[config.mk]
export PLATFORM = sky130hd
export DESIGN_NAME = basic_fifo
export DESIGN_NICKNAME = d
export VERILOG_FILES = /design/src/rtl/basic_fifo_pkg.sv /design/src/rtl/basic_fifo_mem.sv /design/src/rtl/basic_fifo.sv
export SDC_FILE = /design/constraint.sdc
export NUM_CORES = 1
export LEC_CHECK = 0
export CORE_ASPECT_RATIO = 1.75
export CORE_MARGIN = 10
export CORE_UTILIZATION = 45
export CTS_BUF_LIST = sky130_fd_sc_hd__clkbuf_8
export DETAILED_ROUTE_END_ITERATION = 6
export HOLD_SLACK_MARGIN = 0.15
export PLACE_DENSITY = 0.72
export SLEW_MARGIN = 20
export SYNTH_ARGS = -nofsm -noshare
export SYNTH_HDL_FRONTEND = slang
export SYNTH_SLANG_ARGS = --single-unit
[constraint.sdc]
create_clock -name clk -period 4.43 [get_ports clk]
set_clock_uncertainty 0.1 [all_clocks]
set_input_delay 1.1075 -clock clk [delete_from_list [all_inputs] [get_ports clk]]
set_output_delay 1.1075 -clock clk [all_outputs]
set_load 0.01 [all_outputs]
[src/rtl/basic_fifo_pkg.sv]
// Shared defaults and the push/pop operation decode for basic_fifo.
package basic_fifo_pkg;

  localparam int DEF_ADDR_WIDTH = 4;
  localparam int DEF_DATA_WIDTH = 32;

  typedef enum logic [1:0] {
    OP_IDLE = 2'b00,
    OP_POP  = 2'b01,
    OP_PUSH = 2'b10,
    OP_BOTH = 2'b11
  } fifo_op_e;

  // Inputs are the already-qualified (effective) push and pop.
  function automatic fifo_op_e decode_op(input logic push_ok, input logic pop_ok);
    return fifo_op_e'({push_ok, pop_ok});
  endfunction

endpackage

[src/rtl/basic_fifo_mem.sv]
// DEPTH x DATA_WIDTH storage: one clocked write port, one asynchronous read port.
// Contents are deliberately not reset.
module basic_fifo_mem
  import basic_fifo_pkg::*;
#(
  parameter int ADDR_WIDTH = DEF_ADDR_WIDTH,
  parameter int DATA_WIDTH = DEF_DATA_WIDTH
) (
  input  logic                  clk,
  input  logic                  wr_en,
  input  logic [ADDR_WIDTH-1:0] wr_addr,
  input  logic [DATA_WIDTH-1:0] wr_data,
  input  logic [ADDR_WIDTH-1:0] rd_addr,
  output logic [DATA_WIDTH-1:0] rd_data
);

  logic [DATA_WIDTH-1:0] mem_q [2**ADDR_WIDTH];

  always_ff @(posedge clk) begin
    if (wr_en) begin
      mem_q[wr_addr] <= wr_data;
    end
  end

  assign rd_data = mem_q[rd_addr];

endmodule

[src/rtl/basic_fifo.sv]
// Single-clock show-ahead FIFO; rd_data is the head combinationally, a push is visible next cycle.
// Push on full is dropped unless paired with a pop; BASIC_FIFO_CHECKS_EN adds overflow/underflow checks.
module basic_fifo
  import basic_fifo_pkg::*;
#(
  parameter int ADDR_WIDTH             = DEF_ADDR_WIDTH,
  parameter int DATA_WIDTH             = DEF_DATA_WIDTH,
  parameter int ALMOST_FULL_THRESHOLD  = (2**ADDR_WIDTH) - 4,
  parameter int ALMOST_EMPTY_THRESHOLD = 1
) (
  input  logic                  clk,
  input  logic                  rst,
  input  logic                  clear,
  input  logic                  push,
  input  logic                  pop,
  input  logic [DATA_WIDTH-1:0] wr_data,
  output logic [DATA_WIDTH-1:0] rd_data,
  output logic                  empty,
  output logic                  full,
  output logic                  almost_empty,
  output logic                  almost_full
);

  localparam logic [ADDR_WIDTH:0]   FULL_CNT = (ADDR_WIDTH+1)'(2**ADDR_WIDTH);
  localparam logic [ADDR_WIDTH:0]   AF_CNT   = (ADDR_WIDTH+1)'(ALMOST_FULL_THRESHOLD);
  localparam logic [ADDR_WIDTH:0]   AE_CNT   = (ADDR_WIDTH+1)'(ALMOST_EMPTY_THRESHOLD);
  localparam logic [ADDR_WIDTH:0]   CNT_ONE  = (ADDR_WIDTH+1)'(1);
  localparam logic [ADDR_WIDTH-1:0] PTR_ONE  = ADDR_WIDTH'(1);

  logic [ADDR_WIDTH-1:0] wr_ptr_q, wr_ptr_d;
  logic [ADDR_WIDTH-1:0] rd_ptr_q, rd_ptr_d;
  logic [ADDR_WIDTH:0]   count_q, count_d;
  logic                  push_ok, pop_ok, mem_wr_en;
  fifo_op_e              op;

  assign empty        = (count_q == '0);
  assign full         = (count_q == FULL_CNT);
  assign almost_empty = (count_q <= AE_CNT);
  assign almost_full  = (count_q >= AF_CNT);

  always_comb begin
    pop_ok    = pop && !empty;
    // A pop frees the slot this cycle, so a push on full still lands.
    push_ok   = push && (!full || pop);
    op        = decode_op(push_ok, pop_ok);
    wr_ptr_d  = wr_ptr_q;
    rd_ptr_d  = rd_ptr_q;
    count_d   = count_q;
    mem_wr_en = 1'b0;
    if (clear) begin
      wr_ptr_d = '0;
      rd_ptr_d = '0;
      count_d  = '0;
    end else begin
      case (op)
        OP_PUSH: begin
          wr_ptr_d  = wr_ptr_q + PTR_ONE;
          count_d   = count_q + CNT_ONE;
          mem_wr_en = 1'b1;
        end
        OP_POP: begin
          rd_ptr_d = rd_ptr_q + PTR_ONE;
          count_d  = count_q - CNT_ONE;
        end
        OP_BOTH: begin
          wr_ptr_d  = wr_ptr_q + PTR_ONE;
          rd_ptr_d  = rd_ptr_q + PTR_ONE;
          mem_wr_en = 1'b1;
        end
        default: begin
        end
      endcase
    end
  end

  always_ff @(posedge clk) begin
    if (rst) begin
      wr_ptr_q <= '0;
      rd_ptr_q <= '0;
      count_q  <= '0;
    end else begin
      wr_ptr_q <= wr_ptr_d;
      rd_ptr_q <= rd_ptr_d;
      count_q  <= count_d;
    end
  end

  basic_fifo_mem #(
    .ADDR_WIDTH(ADDR_WIDTH),
    .DATA_WIDTH(DATA_WIDTH)
  ) u_mem (
    .clk    (clk),
    .wr_en  (mem_wr_en && !rst),
    .wr_addr(wr_ptr_q),
    .wr_data(wr_data),
    .rd_addr(rd_ptr_q),
    .rd_data(rd_data)
  );

`ifdef BASIC_FIFO_CHECKS_EN
  if (ALMOST_FULL_THRESHOLD > 2**ADDR_WIDTH) begin : g_bad_af_threshold
    $error("basic_fifo: ALMOST_FULL_THRESHOLD exceeds DEPTH");
  end

  always_ff @(posedge clk) begin
    if (!rst && !clear) begin
      if (push && full && !pop) begin
        $error("basic_fifo: overflow, push while full without pop");
      end
      if (pop && empty) begin
        $error("basic_fifo: underflow, pop while empty");
      end
    end
  end
`else
  // Checks compiled out; datapath is unaffected.
`endif

endmodule

# After elaboration in Yosys (flattened, before gate mapping)
# Memory sizes are Yosys's and may differ from the RTL's. A register that Yosys moved wholly into a read port is not among the register bits.
# Index checks and enable logic that the tools add are counted.
dict set report totals {
  mem_count 1
  out_inout_bits 36
  ram_bits 512
  elab_cells 33
  regBits 13
  inputBits 37
}
dict set report op_classes {
  order_cmp 2
  addsub 4
  mux 7
  n_reduce_logical 12
  eq_ne 4
}
# memory depth word_bits rd rd_ports_with_merged_regs wr line
set memory_table {}
lappend memory_table {u_mem.mem_q 16 32 1 1 1 basic_fifo_mem.sv:17} ;# logic [DATA_WIDTH-1:0] mem_q [2**ADDR_WIDTH];
# op count
set ops {}
lappend ops {{$pmux W5 S2} 1}
lappend ops {{$add A4 B1 Y4 const B} 2}
lappend ops {{$mux W4} 2}
lappend ops {{$reduce_or A2 Y1} 3}
lappend ops {{$add A5 B1 Y5 const B} 1}
lappend ops {{$eq A5 B5 Y1 const B} 1}
lappend ops {{$ge A5 B4 Y1 const B} 1}
lappend ops {{$le A5 B1 Y1 const B} 1}
lappend ops {{$logic_not A5 Y1} 1}
lappend ops {{$sub A5 B1 Y5 const B} 1}
lappend ops {{$eq A2 B2 Y1 const B} 2}
lappend ops {{$mux W1} 4}
lappend ops {{$logic_and A1 B1 Y1} 3}
lappend ops {{$logic_not A1 Y1} 3}
lappend ops {{$eq A2 B1 Y1 const B} 1}
lappend ops {{$reduce_bool A2 Y1} 1}
lappend ops {{$logic_or A1 B1 Y1} 1}

# Logic depth before layout (Yosys ltp)
dict set report logic_depth {
  depth_word 11
  mapped_depth 11
  depth_no_buf 10
}

# Hierarchy
# A second synthesis with hierarchy kept.
dict set report hier_totals {
  hier_cells 897
  area_unflattened_um2 19997.9
}
# module cells_each seq_area_each_um2 area_per_inst_um2 instances
set by_module_without_submodules {}
lappend by_module_without_submodules {basic_fifo_mem 806 15374.7 19213.4 1}
lappend by_module_without_submodules {basic_fifo 91 260.2 784.5 1}

# Worst setup path before layout
# Ideal clock, no wire load.
dict set report synth_path {
  path_kind {input to register}
  startpoint {in pop}
  endpoint {mem u_mem.mem_q[15][0] (netlist name), enable pin}
  n_path_buf 1
  required_time_ns 3.909
  setup_ns 0.421
  path_stages 7
  arrival_ns 3.299
  slack_ns 0.610
  path_cell_list {o21ai_0 inv_1 ha_1 or2_2 clkbuf_1 nand2_1 nor2_1}
}
dict set report synth_between {
  elab_chain_cells 9
  elab_cells_between_ends 11
  cone_classes {eq/ne: 2; mux: 4; reduce/logical: 5}
}
# item line
set synth_lines {}
lappend synth_lines {{start: declaration} basic_fifo.sv:15} ;# input logic pop,
lappend synth_lines {{$logic_or A1 B1 Y1} basic_fifo.sv:44} ;# push_ok = push && (!full || pop);
lappend synth_lines {{$logic_and A1 B1 Y1} basic_fifo.sv:44}
lappend synth_lines {{$eq A2 B2 Y1} basic_fifo.sv:55} ;# case (op)
lappend synth_lines {{$reduce_or A2 Y1 (no source line) *} -}
lappend synth_lines {{$mux W1 *} basic_fifo.sv:55}
lappend synth_lines {{$mux W1 *} basic_fifo.sv:50} ;# if (clear) begin
lappend synth_lines {{$logic_and A1 B1 Y1 *} basic_fifo.sv:93} ;# .wr_en (mem_wr_en && !rst),
lappend synth_lines {{$mux W1 *} basic_fifo_mem.sv:20} ;# if (wr_en) begin
lappend synth_lines {{$mux W1 (implied by the code) *} basic_fifo_mem.sv:21} ;# mem_q[wr_addr] <= wr_data;
lappend synth_lines {{end: declaration} basic_fifo_mem.sv:17}
# Every way passes the cells marked *; elsewhere a longest branch is shown, timed or not.

==> metrics.md <==
| Metric | Value |
|---|---|
| Clk pin slew, worst setup/hold paths | 0.07 ns |
| Fillers | 3413 |
| Clock Latency Late Sink | 0.61 ns |
| Yosys warnings | 0 |
| Die area | 53700 um^2 |
| Port buffer count | 72 |
| Wire length per cell | 24.7 um |
| Yosys cell types | 32 |
| CP max-delay cell | dfxtp_4 |
| Mapped Cells | 901 |
| IO Pins | 73 |
| Met1 usage | 0.167 |
| Antenna violations before repair | 1 |
| Final period util | 0.957 |
| Drt first pass iters | 5 |
| Bufs on Longest Clock Path | 3 |
| Final wirelength | 41000 um |
| Final nets | 1086 |
| Hold Crit Class | reg -> reg |
| Residual DRC | 0 |
| Max transition margin | 0.325 |
| Period minus WS final | 4.24 ns |
| GR Overflow Total | 0 |
| First-pass GRT wire length | 63100 um |
| CTS H-tree lvls | 3 |
| Mapped Area | 20100 um^2 |
| GRT met3 Usage | 0.0329 |
| Area Growth Syn to Fin | 15.7% |
| Dominant synthesized flop cell | edfxtp_1 |
| Largest net degree at the start of global routing | 42 |
| Worst slew pin tran | 1.01 ns |
| Post-synth EDFFs | 512 |
| Post-Layout Cell Count | 1660 |
| GR Util All Layers | 0.153 |
| Levels on crit path | 5 |
| Arr. time, crit path | 3.03 ns |
| Cell Area, Placed | 21900 um^2 |
| Via Count | 9291 |
| Largest family of logic cells by synthesized area | multiplexers |
| CTS Buf Count | 69 |
| Cells after DPL | 1537 |
| Simple logic cell fraction of the synthesized area | 0.0207 |
| Gr busiest metal | met2 |
| Multiplexer share of the synthesized area | 0.145 |
| RSZ-0062 raised after global routing | no |
| Pwr dens | 399 nW/um^2 |
| Flops & latches, synth | 529 |
| Hold Crit Depth | 2 |
| Worst-path maximum fanout | 41 |
| Setup_tns | 0 ns |
| CP top delay family | buffers and inverters |
| Cells along the critical path | buf_12, mux4_2, a22oi_1, nand2_1, clkdlybuf4s50_1 |
| Vias in the first global route | 10352 |
| Core box area | 44200 um^2 |
| Hpwl dp | 24500 um |
| XOR/XNOR Fraction of Synth Area | 0.00437 |
| Initial detailed-routing violation count | 860 |
| Setup Crit Path Kind | reg -> out |
| Compound-Gate Fraction of Synth Area | 0.0265 |
| Crit. End Element | output pin |
| Grt met2 use | 0.284 |
| Part of the Yosys area used for sequential elements | 0.784 |
| Register Area | 15700 um^2 |
| Synth Area per Inst | 22.3 um^2 |
| Share of cells above drive strength 1 | 0.259 |
| Worst R2R Path Depth | 9 |
| Area of the multi-input gates | 4230 um^2 |
| Post-DRT Antenna Nets | 0 |
| Via/cell ratio | 5.60 |
| CP max stage delay | 0.66 ns |
| Final hold vios | 0 |
| Starting Density | 0.454 |
| Hold Path Origin | rd_ptr_q[1]$_SDFFE_PP0N_ |
| Max frequency | 0.236 GHz |
| Clk sinks | 529 |
| CTS tree | built |
| Rows | 102 |
| Fin. max-slew vios | 0 |
| Die height | 299 um |
| Max_cap viols | 0 |
| Critical Path RT | 3.22 ns |
| R2r startpoint | count_q[0]$_SDFFE_PP0P_ |
| Final Instance Area | 23200 um^2 |
| Static leakage | 7.15 nW |
| Routability cong. | 0.766 |
| Synthesized net count | 950 |
| Adder-Cell Fraction of Synth Area | 0.00749 |
| Worst setup SP type | flop |
| Status | finished clean |
| Clk root buf | clkbuf_8 |
| CTS hold repair buffers | 0 |
| VDD IR max | 198 uV |
| Buf/Inv on CP | 2 |
| Die width | 180 um |
| Async set-or-reset flop fraction in the synthesized netlist | 0 |
| Final setup viols | 0 |
-- final timing paths --
kind	endpoint	slack [ns]
setup reg to reg	u_mem.mem_q[7][22]$_DFFE_PP_	0.88
setup / recovery	rd_data[25]	0.19
hold reg to reg	flop	0.42
hold / removal	flop	0.42
-- cell usage after synthesis, types with 2 or more instances --
cell	instances	area, um^2
a21oi_1	5	25.0
a22oi_1	64	480
buf_1	10	37.5
buf_2	8	40.0
buf_4	9	67.6
clkbuf_1	20	75.1
dfxtp_1	17	340
edfxtp_1	512	15400
ha_1	12	150
inv_1	8	30.0
mux2i_1	2	20.0
mux4_2	128	2880
nand2_1	39	146
nand3_1	5	25.0
nand4b_1	2	17.5
nor2_1	32	120
nor2b_1	2	12.5
o21ai_0	2	10.0
or2_2	2	12.5
or3_1	2	12.5
xnor2_1	3	26.3
xor2_1	7	61.3
-- flip-flops by register name, summed over array words and instances (netlist names), named ones only --
| signal | count |
|---|---|
| u_mem.mem_q | 512 |
| count_q | 5 |
| rd_ptr_q | 4 |
| wr_ptr_q | 4 |
-- metrics by stage --
step                      hold WS (ns)  utilization  worst slack, ns  total power, mW
after floorplan                  0.363            -            0.610             5.79
after global placement           0.412        0.495            0.323             5.96
after detailed placement         0.412        0.495            0.278             5.97
after CTS                        0.440        0.525            0.102             9.34
after global routing             0.471        0.525           0.0261             9.60
final                            0.422        0.525            0.189             9.26
-- tightest hold or removal path, delay by kind of cell (launching register included) --
kind,cells,cell delay (ns)
DFF,1,0.33
AOI/OAI and AO/OA,1,0.08
and+or+nand+nor,1,0.06
-- power by group --
group | internal (mW) | total [mW] | switching, mW
clock network | 1.72 | 3.41 | 1.69
logic | 0.162 | 0.343 | 0.181
registers | 5.50 | 5.51 | 0.0112
-- metal layers --
layer	wire [um]	vias to the layer above	share of wire
li1	-	4062	-
met1	14900	4929	0.36
met2	23300	239	0.57
met3	1880	61	0.046
met4	941	0	0.023
met5	0	-	0
-- kinds of logic after synthesis --
| logic type | after synthesis |
|---|---|
| simple gates | 92 |
| flops | 529 |
| mux | 130 |
| buf+inv | 55 |
| fa+ha+maj | 12 |
| xor+xnor | 10 |
| compound gates | 73 |
-- final cells by class --
cell class,count,share of cell area
Tap cell,572,0.0308
Clock inverter,47,0.0118
Multi-Input combinational cell,317,0.182
Sequential cell,529,0.678
Clock buffer,74,0.0439
Antenna cell,1,0.000108
Inverter,8,0.00129
Timing Repair Buffer,112,0.0521
-- cells in the final DEF (no fill, tap or decap), types with 2 or more instances in the layout --
| cell | netlist | routed |
|---|---|---|
| dfxtp_1 | 17 | 15 |
| or3_1 | 2 | 2 |
| a22oi_1 | 64 | 64 |
| buf_4 | 9 | 26 |
| nor2_4 | 0 | 17 |
| edfxtp_1 | 512 | 512 |
| ha_1 | 12 | 12 |
| xnor2_1 | 3 | 3 |
| bufinv_16 | 0 | 3 |
| inv_1 | 8 | 23 |
| xor2_1 | 7 | 7 |
| clkinv_2 | 0 | 11 |
| nor2b_4 | 0 | 2 |
| nand4b_1 | 2 | 2 |
| or2_2 | 2 | 2 |
| clkdlybuf4s50_1 | 0 | 72 |
| dfxtp_4 | 0 | 2 |
| buf_12 | 0 | 12 |
| clkinv_1 | 0 | 17 |
| nor2_1 | 32 | 15 |
| nand2_1 | 39 | 39 |
| mux2i_1 | 2 | 2 |
| nand3_1 | 5 | 5 |
| a21oi_1 | 5 | 5 |
| clkbuf_8 | 0 | 74 |
| o21ai_0 | 2 | 2 |
| mux4_2 | 128 | 128 |
-- repair_timing --
action,in CTS,in global routing
setup endpoints to repair,0,1
gates resized for setup,0,1
setup buffers,0,0
(Power assumes the default switching activity.)
